<file path="config.mk">
export PLATFORM = sky130hd
export DESIGN_NAME = mem_arbiter
export DESIGN_NICKNAME = d
export VERILOG_FILES = /design/src/rtl/mem_arbiter_pkg.sv /design/src/rtl/mem_arbiter_pick.sv /design/src/rtl/mem_arbiter.sv
export SDC_FILE = /design/constraint.sdc
export NUM_CORES = 1
export LEC_CHECK = 0
export BUFFER_PORTS_ARGS = -buffer_cell sky130_fd_sc_hd__buf_2
export CAP_MARGIN = 10
export CORE_ASPECT_RATIO = 0.8
export CORE_MARGIN = 1
export CORE_UTILIZATION = 35
export DETAILED_ROUTE_END_ITERATION = 8
export GPL_TIMING_DRIVEN = 0
export PLACE_DENSITY = 0.71
export SYNTH_ARGS = -nofsm -noshare
export SYNTH_HDL_FRONTEND = slang
export SYNTH_SLANG_ARGS = --single-unit
</file>
<file path="constraint.sdc">
create_clock -name clk -period 4.1 [get_ports clk]
set_input_delay 1.025 -clock clk [delete_from_list [all_inputs] [get_ports clk]]
set_output_delay 1.025 -clock clk [all_outputs]
set_load 0.02 [all_outputs]
</file>
<file path="src/rtl/mem_arbiter_pkg.sv">
// Shared types and constants for the unified-memory arbiter.
package mem_arbiter_pkg;

  localparam int CORE_ADDR_BUS_W = 14;
  localparam int CORE_DATA_BUS   = 32;
  localparam int MEM_WSTRB_W     = 4;

  typedef enum logic [1:0] {
    ARB_NONE = 2'd0,
    ARB_IMEM = 2'd1,
    ARB_DMEM = 2'd2
  } arb_owner_t;

endpackage

</file>
<file path="src/rtl/mem_arbiter_pick.sv">
// Priority pick between fetch and load/store requesters.
// DMEM wins unless IMEM has been passed over D_STREAK_MAX times in a row.
module mem_arbiter_pick
  import mem_arbiter_pkg::*;
#(
  parameter int D_STREAK_MAX = 4
) (
  input  logic       imem_valid_i,
  input  logic       dmem_valid_i,
  input  logic [3:0] d_streak_i,
  input  logic       can_accept_i,
  output logic       grant_imem_o,
  output logic       grant_dmem_o
);

  localparam logic [3:0] STREAK_LIMIT = 4'(D_STREAK_MAX);

  logic imem_starved;

  // Priority decision; at most one grant, and only when a slot is free.
  always_comb begin
    imem_starved = imem_valid_i && (d_streak_i == STREAK_LIMIT);
    grant_dmem_o = can_accept_i && dmem_valid_i && !imem_starved;
    grant_imem_o = can_accept_i && imem_valid_i && !grant_dmem_o;
  end

endmodule

</file>
<file path="src/rtl/mem_arbiter.sv">
// Arbiter sharing one single-ported memory between fetch (IMEM) and
// load/store (DMEM). One transaction in flight, fixed read latency.
// Optional stall counters enabled by defining MEM_ARBITER_PERF_CNT_EN.
module mem_arbiter
  import mem_arbiter_pkg::*;
#(
  parameter int MEM_LAT      = 1,
  parameter int D_STREAK_MAX = 4,
  parameter int AW           = CORE_ADDR_BUS_W,
  parameter int DW           = CORE_DATA_BUS
) (
  input  logic                   clk,
  input  logic                   rst_n,
  input  logic                   imem_req_valid,
  output logic                   imem_req_ready,
  input  logic [AW-1:0]          imem_req_addr,
  output logic                   imem_rsp_valid,
  output logic [DW-1:0]          imem_rsp_data,
  input  logic                   dmem_req_valid,
  output logic                   dmem_req_ready,
  input  logic [AW-1:0]          dmem_req_addr,
  input  logic [DW-1:0]          dmem_req_wdata,
  input  logic [MEM_WSTRB_W-1:0] dmem_req_wstrb,
  output logic                   dmem_rsp_valid,
  output logic [DW-1:0]          dmem_rsp_data,
  output logic                   mem_en,
  output logic [MEM_WSTRB_W-1:0] mem_we,
  output logic [AW-1:0]          mem_addr,
  output logic [DW-1:0]          mem_wdata,
  input  logic [DW-1:0]          mem_rdata
`ifdef MEM_ARBITER_PERF_CNT_EN
  ,
  output logic [31:0]            perf_imem_stall_cnt,
  output logic [31:0]            perf_dmem_stall_cnt
`endif
);

  localparam logic [2:0] LAST_CNT     = 3'(MEM_LAT - 1);
  localparam logic [3:0] STREAK_LIMIT = 4'(D_STREAK_MAX);

  arb_owner_t    owner_q, owner_d;
  logic [2:0]    cnt_q, cnt_d;
  logic [3:0]    d_streak_q, d_streak_d;
  logic          store_q, store_d;
  logic [AW-1:0] addr_q;
  logic [DW-1:0] wdata_q;

  logic rsp_fire, can_accept, grant_imem, grant_dmem, accept;

  // Response timing and slot availability; reset blocks new accepts.
  always_comb begin
    rsp_fire   = (owner_q != ARB_NONE) && (cnt_q == LAST_CNT);
    can_accept = rst_n && ((owner_q == ARB_NONE) || rsp_fire);
  end

  mem_arbiter_pick #(.D_STREAK_MAX(D_STREAK_MAX)) u_pick (
    .imem_valid_i (imem_req_valid),
    .dmem_valid_i (dmem_req_valid),
    .d_streak_i   (d_streak_q),
    .can_accept_i (can_accept),
    .grant_imem_o (grant_imem),
    .grant_dmem_o (grant_dmem)
  );

  // Memory-side drive and response routing. Write data only changes on a
  // DMEM grant since fetches carry none; otherwise the last value is held.
  always_comb begin
    accept         = grant_imem || grant_dmem;
    imem_req_ready = grant_imem;
    dmem_req_ready = grant_dmem;
    mem_en         = accept;
    mem_we         = '0;
    mem_addr       = addr_q;
    mem_wdata      = wdata_q;
    if (grant_dmem) begin
      mem_we    = dmem_req_wstrb;
      mem_addr  = dmem_req_addr;
      mem_wdata = dmem_req_wdata;
    end else if (grant_imem) begin
      mem_addr  = imem_req_addr;
    end
    imem_rsp_valid = rsp_fire && (owner_q == ARB_IMEM);
    imem_rsp_data  = imem_rsp_valid ? mem_rdata : '0;
    dmem_rsp_valid = rsp_fire && (owner_q == ARB_DMEM);
    dmem_rsp_data  = (dmem_rsp_valid && !store_q) ? mem_rdata : '0;
  end

  // Next-state: ownership, latency count and DMEM streak bookkeeping.
  always_comb begin
    owner_d    = owner_q;
    cnt_d      = cnt_q;
    d_streak_d = d_streak_q;
    store_d    = store_q;
    if (accept) begin
      owner_d = grant_dmem ? ARB_DMEM : ARB_IMEM;
      cnt_d   = '0;
      store_d = grant_dmem && (dmem_req_wstrb != '0);
    end else if (rsp_fire) begin
      owner_d = ARB_NONE;
      cnt_d   = '0;
    end else if (owner_q != ARB_NONE) begin
      cnt_d = cnt_q + 3'd1;
    end
    if (grant_imem) begin
      d_streak_d = '0;
    end else if (grant_dmem) begin
      if (!imem_req_valid) begin
        d_streak_d = '0;
      end else if (d_streak_q != STREAK_LIMIT) begin
        d_streak_d = d_streak_q + 4'd1;
      end
    end
  end

  // State registers; reset drops any transaction in flight.
  always_ff @(posedge clk or negedge rst_n) begin
    if (!rst_n) begin
      owner_q    <= ARB_NONE;
      cnt_q      <= '0;
      d_streak_q <= '0;
      store_q    <= 1'b0;
      addr_q     <= '0;
      wdata_q    <= '0;
    end else begin
      owner_q    <= owner_d;
      cnt_q      <= cnt_d;
      d_streak_q <= d_streak_d;
      store_q    <= store_d;
      if (accept)     addr_q  <= mem_addr;
      if (grant_dmem) wdata_q <= dmem_req_wdata;
    end
  end

`ifdef MEM_ARBITER_PERF_CNT_EN
  logic [31:0] perf_imem_q, perf_dmem_q;

  // Stall counters: cycles a requester waits with valid high; wrap freely.
  always_ff @(posedge clk or negedge rst_n) begin
    if (!rst_n) begin
      perf_imem_q <= '0;
      perf_dmem_q <= '0;
    end else begin
      if (imem_req_valid && !imem_req_ready) perf_imem_q <= perf_imem_q + 32'd1;
      if (dmem_req_valid && !dmem_req_ready) perf_dmem_q <= perf_dmem_q + 32'd1;
    end
  end

  assign perf_imem_stall_cnt = perf_imem_q;
  assign perf_dmem_stall_cnt = perf_dmem_q;
`endif

endmodule

</file>
* After elaboration in Yosys (flattened, before gate mapping)
Index checks and enable logic that the tools add are counted.
** Cells by class
- Add/sub/neg operators :: 2
- Equality and inequality tests :: 5
- Muxes and demuxes :: 16
- Reductions and logical operators :: 24
** Operators by type and width (number)
- 2-to-1 mux 32 bit :: 3
- 2-to-1 mux 14 bit :: 2
- 2-to-1 mux 4 bit :: 5
- logical AND 1 bit :: 11
- 2-to-1 mux 3 bit :: 3
- 2-to-1 mux 2 bit :: 3
- nonzero test 2 bit :: 3
- adder 4 x 1 -> 4 bit, second input constant :: 1
- equality test 4 x 3 -> 1 bit, second input constant :: 1
- inequality test 4 x 3 -> 1 bit, second input constant :: 1
- nonzero test 4 bit :: 1
- adder 3 x 1 -> 3 bit, second input constant :: 1
- logical NOT 1 bit :: 3
- logical NOT 3 bit :: 1
- inequality test 3 x 1 -> 1 bit, second input constant :: 1
- nonzero test 3 bit :: 1
- equality test 2 x 1 -> 1 bit, second input constant :: 1
- equality test 2 bit, second input constant :: 1
- logical NOT 2 bit :: 1
- logical OR 1 bit :: 2
- AND reduction 2 bit :: 1
** Storage, ports and cells
- Bits in registers :: 56
- Bits of input ports :: 100
- Output and inout port bits :: 119

* Longest topological paths before layout
Gate-level depths: netlist of the first run.
- Depth after elaboration :: 10
- Gate-level depth with buffers :: 9
- Depth with buffers taken out :: 7

* Modules after synthesis
From an unflattened synthesis of the first run, not the netlist that was laid out.
** Second synthesis, totals
- Cell total of the unflattened synthesis :: 287
- Area, all modules :: 3001.6 µm²
** By module, submodules not included
- mem_arbiter :: times used 1, cells each 282, area each 2955.3 µm²
- mem_arbiter_pick :: times used 1, cells each 5, area each 46.3 µm²

* Least setup slack after synthesis of the first run
Ideal clock, no wire load.
- Kind :: input to output
- Start point :: input imem_req_valid
- End point :: output mem_addr[10]
- Arrival :: 2.068 ns
- Required time :: 3.075 ns
- Setup slack :: 1.007 ns
- Cell stages on the path :: 6
- Buffers on the path :: 2
- Path through :: nand4b_1 o2111ai_1 buf_2 buf_2 nor2_1 nor2_1
** On the way
- Cells in the longest elaborated chain, start to end :: 7
- Elaborated cells on any way between the ends :: 8
- Those cells by class :: 2 x mux; 6 x reduce/logical
** Ends and longest elaborated chain
- from (decl) :: RTL line mem_arbiter.sv:14 : input logic imem_req_valid,
- logical AND 1 bit :: RTL line mem_arbiter_pick.sv:22 : imem_starved = imem_valid_i && (d_streak_i == STREAK_LIMIT);
- logical NOT 1 bit :: RTL line mem_arbiter_pick.sv:23 : grant_dmem_o = can_accept_i && dmem_valid_i && !imem_starved;
- logical AND 1 bit :: RTL line mem_arbiter_pick.sv:23
- logical NOT 1 bit :: RTL line mem_arbiter_pick.sv:24 : grant_imem_o = can_accept_i && imem_valid_i && !grant_dmem_o;
- logical AND 1 bit :: RTL line mem_arbiter_pick.sv:24
- 2-to-1 mux 14 bit :: RTL line mem_arbiter.sv:79 : end else if (grant_imem) begin
- 2-to-1 mux 14 bit * :: RTL line mem_arbiter.sv:75 : if (grant_dmem) begin
- to (decl) :: RTL line mem_arbiter.sv:28 : output logic [AW-1:0] mem_addr,
Mark *: on every way between the ends. The rest lies on a longest branch, timed or not.

* Worst setup path in the final report of the first run
- Start point :: input rst_n
- End point :: output mem_addr[6]
** On the way
- Cells in the longest elaborated chain, start to end :: 7
- Elaborated cells on any way between the ends :: 8
- Those cells by class :: 2 x mux; 6 x reduce/logical
** Ends and longest elaborated chain
- from (decl) :: RTL line mem_arbiter.sv:13 : input logic rst_n,
- logical AND 1 bit * :: RTL line mem_arbiter.sv:53 : can_accept = rst_n && ((owner_q == ARB_NONE) || rsp_fire);
- logical AND 1 bit (2 in series) :: RTL line mem_arbiter_pick.sv:23
- logical NOT 1 bit :: RTL line mem_arbiter_pick.sv:24
- logical AND 1 bit :: RTL line mem_arbiter_pick.sv:24
- 2-to-1 mux 14 bit :: RTL line mem_arbiter.sv:79
- 2-to-1 mux 14 bit * :: RTL line mem_arbiter.sv:75
Marked as above.

==> impl_metrics.tcl, run 1 <==
set metrics [dict create \
    synth-seq-cells 56 \
    synth-main-ff-cell "dfrtp_1" \
    clockPowerShare_pct 20.9 \
    p_leak_nw 2.35 \
    areaGrowthSynthToFinish_pct 45.7 \
    critPathArrivalTime_ns 2.76 \
    hold_path_class "flop to flop" \
    cts_root_buf "clkbuf_8" \
    synthTopCellsByCount "69 x and2_1, 56 x dfrtp_1, 49 x nor2_1" \
    place_area_um2 4180 \
    min_period_over_period_pct 92.4 \
    path_max_fanout 25 \
    p_sw_mw 0.496 \
    power_frac_seq_pct 45.2 \
    synth_xor_area_share_pct 0 \
    io_pins 219 \
    slew-limit-headroom_pct 55.9 \
    synth.area.mux_share_pct 13.0 \
    post_cts_buffers 0 \
    syn_nets 389 \
    tritoncts "done" \
    design_area_um2 4280 \
    floorplan.initialDensity_pct 36.6 \
    finClkSkew_ns 0.00714 \
    wirelength_um 8730 \
    cap_violations 0 \
    multi_input_area_um2 1400 \
    synth_compound_area_share_pct 8.01 \
    die-area_um2 8760 \
    p_comb_share_pct 33.9 \
    netlist.top_cell.by_area "dfrtp_1" \
    hpwl_um 7220 \
    pre_cts_ws_ns 0.224 \
    grt_overflow_total 0 \
    worst_slew_pin_slew_ns 0.659 \
    antenna_found_initial 2 \
    swShare_pct 33.9 \
    dp_cells 612 \
    status "complete, no violations" \
    yosysTopAreaCellShare_pct 47.7 \
    synth_edf_count 0 \
    setup-tns-final_ns 0 \
    max_freq_mhz 264 \
    setup.worst_path.start_class "input pin" \
    drtIter0Drc 149 \
    required_ns 3.07 \
    yosys.area_share.simple_pct 25.1 \
    yosysSeqAreaShare_pct 47.7 \
    synthAdderAreaFrac_pct 1.71 \
    syn-instance-count 285 \
    ant_nets 0 \
    rsz0062_at_grt "false" \
    layout.nets 615 \
    die_y_um 83.9 \
    wl_per_cell_um 14.0 \
    cts_buffers 5 \
    viasPerCell 4.56 \
    layout-drive-gt1-share_pct 55.2 \
    drcViolationCount 0 \
    synth_warnings 0 \
    grt_max_degree 36 \
    avgSynthCellArea_um2 10.3 \
    power_density_nw_per_um2 342 \
    register_area_um2 1400 \
    fillCellCount 748 \
    post-route-min-period_ns 3.79 \
    final_cells 621 \
    synth_cell_types 35 \
    htreeDepth 2 \
    clkTransAtPathRegs_ns 0.10 \
    ys_top_cells_by_area "dfrtp_1 48%, and2_1 15%, mux2_2 13%, nor2_1 6.3%, o22ai_2 3.4%" \
    dr.pass1.iters 4 \
    path_class "input pin to primary output" \
    clk_path_buf_depth 2 \
    async_flop_share_pct 100 \
    fin_ws_ns 0.312 \
    final_hold_viol_count 0 \
    via_count 2830 \
    cts.sinks 56 \
    cts_hold_buf 0 \
    p_int_mw 0.967 \
    placementRows 29 \
    insertion_delay_ns 0.30 \
    grt_pass1_vias 2755 \
    fp.dieW_um 104 \
    io_buffers 218 \
    coreArea_um2 8020 \
    setup_violations 0 \
    utilization_pct 53.3 \
    ctsResizeCount 0 \
    synth_top_family_by_area "simple AND/OR/NAND/NOR gates" \
    end_kind "primary output" \
    grt_pass1_wl_um 13600 \
    whs_ns 0.501 \
    track_usage_pct 19.6 \
    synth_area_um2 2940 \
    final_max_slew_viol_count 0 \
    gp_congestion 0.902 \
    synth.most_common_cell "and2_1" \
    vdd_drop_max_mv 0.234 \
    power_mw 1.46 \
]
[worst max-delay path, stage by stage]
cell	delay, ns
buf_2	0.46
o2111ai_1	0.37
buf_2	0.30
buf_2	0.21
nor2_1	0.15
nor2_1	0.07
buf_2	0.16
[power groups by stage]
| stage | logic, mW | clock network [mW] | registers, mW |
|---|---|---|---|
| after CTS | 0.502 | 0.323 | 0.662 |
| final | 0.496 | 0.306 | 0.662 |
| after floorplan | 0.308 | 0 | 0.661 |
| after global routing | 0.539 | 0.335 | 0.669 |
| after global placement | 0.487 | 0 | 0.667 |
| after detailed placement | 0.500 | 0 | 0.673 |
[cells by family (layout without fill, tap and decap cells)]
logic type	Yosys count	count (layout)
adders and majority gates	4	4
DFF	56	56
AOI/OAI and AO/OA	26	26
muxes	34	34
buffers and inverters	24	250
other	0	2
and+or+nand+nor	141	141
[layout by cell type, fill, tap and decap left out, types with 2 or more instances in the layout]
cell type and instances:
mux2_2 33, inv_1 8, o22ai_2 8, clkbuf_2 3, nor3b_1 2, nand3_1 2
clkbuf_1 2, o22ai_1 7, nor2_1 49, dfrtp_1 56, clkbuf_8 6, buf_2 225
and2_1 69, o21ai_0 2, ha_1 4, buf_6 3, clkinv_4 2, diode_2 2
nand2_1 11
[layout make-up]
cell class                 count  area share [%]
inverter                       9           0.907
multi-input combinational    205            32.8
clock inverter                 1           0.205
tap                          108            3.16
antenna                        2           0.117
buffer                        15            2.14
timing repair buffer         219            26.0
clock buffer                   6            1.93
sequential                    56            32.8
[worst paths after layout]
| kind | slack (ns) | end | depth (start not counted) | start |
|---|---|---|---|---|
| max | 0.31 | mem_addr[6] | 7 | rst_n |
| min | 0.50 | wdata_q[17]$_DFF_PN0_ | 1 | wdata_q[17]$_DFF_PN0_ |
| max reg2reg | 2.06 | addr_q[7]$_DFFE_PN0P_ | 8 | cnt_q[0]$_DFFE_PN0P_ |
| min reg2reg | 0.50 | wdata_q[17]$_DFF_PN0_ | 1 | wdata_q[17]$_DFF_PN0_ |
| max in group asynchronous | 2.80 | addr_q[2]$_DFFE_PN0P_ | 2 | rst_n |
| min in group asynchronous | 0.71 | wdata_q[21]$_DFF_PN0_ | 1 | rst_n |
[layer usage]
| metal | up-vias | track usage [%] | part of all wire [%] |
|---|---|---|---|
| met1 | 1300 | 21.3 | 38 |
| met3 | 6 | 6.32 | 9.4 |
| met4 | 0 | 5.58 | 1.2 |
| met5 | - | 0 | 0 |
| met2 | 136 | 36.3 | 51 |
| li1 | 1388 | - | - |
[registers in the layout (all words and copies together), names as in the netlist]
register and flops:
addr_q 14, cnt_q 3, d_streak_q 4, owner_q 2, store_q 1, wdata_q 32
Note: power is estimated with default switching activity, not from simulation.
==> run 2: changes to the inputs <==
--- a/config.mk
+++ b/config.mk
@@ -13,6 +13,7 @@
 export DETAILED_ROUTE_END_ITERATION = 8
 export GPL_TIMING_DRIVEN = 0
 export PLACE_DENSITY = 0.71
+export RECOVER_POWER = 100
 export SYNTH_ARGS = -nofsm -noshare
 export SYNTH_HDL_FRONTEND = slang
 export SYNTH_SLANG_ARGS = --single-unit
==> run 2 against run 1 <==
  * The run now ends with capacitance limit, slew limit left
  * First-iteration DRC count is 5.4% higher
  * Sequential power is essentially flat
  * Die area did not move
  * Routed wire length up 0.46%
  * Worst hold slack worse by 0.00081 ns
  * Sequential cell count unchanged
  * Fmax down 2.2%
  * Core utilization decreased by 1.6 points
  * Total power shrank 1.6%
  * Largest power group unchanged
==> impl_metrics.tcl, run 2 (synthesis gave the netlist of run 1 again) <==
set metrics [dict create \
    fin_ws_ns 0.226 \
    path_class "input pin to primary output" \
    worst_path_max_delay_cell "buf_2" \
    max_freq_mhz 258 \
    die_y_um 83.9 \
    max_stage_delay_ns 0.44 \
    hpwl_um 7220 \
    final_cells 621 \
    post-route-min-period_ns 3.87 \
    cts_buffers 5 \
    utilization_pct 51.7 \
    areaGrowthSynthToFinish_pct 41.3 \
    fp.dieW_um 104 \
    largest_reg_flops 32 \
    hold_path_class "flop to flop" \
    via_count 2834 \
    clkTransAtPathRegs_ns 0.10 \
    reg.largest.list "wdata_q: 32 flops, addr_q: 14 flops, d_streak_q: 4 flops" \
    path_max_fanout 25 \
    vdd_drop_max_mv 0.226 \
    drcViolationCount 0 \
    placementRows 29 \
    layout.nets 615 \
    crit_start "rst_n" \
    final_hold_viol_count 0 \
    grt_pass1_wl_um 13600 \
    htreeDepth 2 \
    cp.buffers_inverters 3 \
    worstSetupPathDepth 7 \
    viasPerCell 4.56 \
    cts.sinks 56 \
    worst_path_dominant_cell_family "buffers and inverters" \
    end_kind "primary output" \
    dp_cells 612 \
    required_ns 3.07 \
    layout-drive-gt1-share_pct 38.4 \
    worst_slew_pin_slew_ns 1.89 \
    drtIter0Drc 157 \
    cap_violations 1 \
    floorplan.initialDensity_pct 36.6 \
    pre_cts_ws_ns 0.224 \
    grt_max_degree 36 \
    r2r_end "wdata_q[8]$_DFF_PN0_" \
    final_max_slew_viol_count 36 \
    p_leak_nw 2.07 \
    endpoint "mem_addr[12]" \
    tritoncts "done" \
    die-area_um2 8760 \
    insertion_delay_ns 0.30 \
    post_cts_buffers 0 \
    setup.worst_path.start_class "input pin" \
    critPathArrivalTime_ns 2.85 \
    dr.pass1.iters 4 \
    r2r_start "cnt_q[0]$_DFFE_PN0P_" \
    fillCellCount 805 \
    violations "capacitance limit, slew limit" \
    path_cells "buf_2, nand2_1, a221o_1, clkbuf_1, o22ai_1, nor2_1, clkbuf_2" \
    status "complete, but fails checks" \
    rsz0062_at_grt "false" \
    rr_worst_depth 6 \
    top_register "wdata_q" \
    clk_path_buf_depth 2 \
    track_usage_pct 19.6 \
    wirelength_um 8770 \
    cts_hold_buf 0 \
    grt_pass1_vias 2755 \
    ant_nets 0 \
    cts_root_buf "clkbuf_8" \
    min_period_over_period_pct 94.5 \
    slew-limit-headroom_pct -25.7 \
    ctsResizeCount 0 \
    final_cell_mix "139 x buf_2, 72 x clkbuf_1, 56 x dfrtp_1, 49 x nor2_1, 36 x and2_1" \
    grt_overflow_total 0 \
    io_pins 219 \
    coreArea_um2 8020 \
    setup_violations 0 \
    power_density_nw_per_um2 347 \
    final_common_cell "buf_2" \
    rrSetupSlack_ns 1.84 \
    wl_per_cell_um 14.1 \
    finClkSkew_ns 0.00820 \
    antenna_found_initial 2 \
    gp_congestion 0.902 \
    io_buffers 218 \
]
## run 2: cell types whose count changed in the layout (fill, tap and decap cells not counted), moves of 2 or more
cell and delta:
o22ai_2 -2, and2_1 -33, mux2_2 -13, clkbuf_2 +18, o22ai_1 +2, and2_0 +33
clkbuf_1 +70, buf_2 -86, mux2_1 +13
## run 2: worst min path at each step
stage,start,end,slack (ns),cells past startpoint
global placement,wdata_q[13]$_DFF_PN0_,wdata_q[13]$_DFF_PN0_,0.48,1
CTS,wdata_q[17]$_DFF_PN0_,wdata_q[17]$_DFF_PN0_,0.50,1
global route,wdata_q[7]$_DFF_PN0_,wdata_q[7]$_DFF_PN0_,0.51,1
floorplan,store_q$_DFFE_PN0P_,store_q$_DFFE_PN0P_,0.44,2
finish,wdata_q[21]$_DFF_PN0_,wdata_q[21]$_DFF_PN0_,0.50,1
detailed placement,wdata_q[10]$_DFF_PN0_,wdata_q[10]$_DFF_PN0_,0.48,1
## run 2: metal layers
metal  vias up  track usage, %  wire length [um]
li1       1389               -                 -
met1      1302            21.3              3300
met2       137            36.3              4520
met3         6            6.32               841
met4         0            5.58               104
met5         -               0                 0
## run 2: worst register-to-register path, stage by stage, from the launching register on
cell       delay (ns)
dfrtp_1          0.36
inv_1            0.07
ha_1             0.22
nor2b_1          0.15
o2111ai_1        0.40
clkbuf_1         0.51
mux2_1           0.43
## run 2: metrics by stage
stage	cell area, um2	setup TNS [ns]	power [mW]	hold slack [ns]
3_5_place_dp	4180	0	1.17	0.480
6_report	4150	0	1.44	0.501
2_1_floorplan	2940	0	0.970	0.443
5_1_grt	4150	0	1.52	0.511
3_3_place_gp	4160	-15.89	1.15	0.476
4_1_cts	4270	0	1.49	0.504
## run 2: area by class of cell
type	count	area, um2	area share [%]
antenna	2	5.00	0.121
tap	108	135	3.26
sequential	56	1400	33.8
clock inverter	1	8.76	0.211
multi-input combinational	205	1380	33.3
buffer	15	75.1	1.81
inverter	9	38.8	0.935
clock buffer	6	82.6	1.99
timing repair buffer	219	1020	24.6
## run 2: power by group
part | internal, mW | leakage [nW] | switching, mW
clock | 0.135 | 0.0473 | 0.174
sequential | 0.633 | 0.661 | 0.0286
combinational | 0.171 | 1.36 | 0.298
total | 0.939 | 2.07 | 0.501
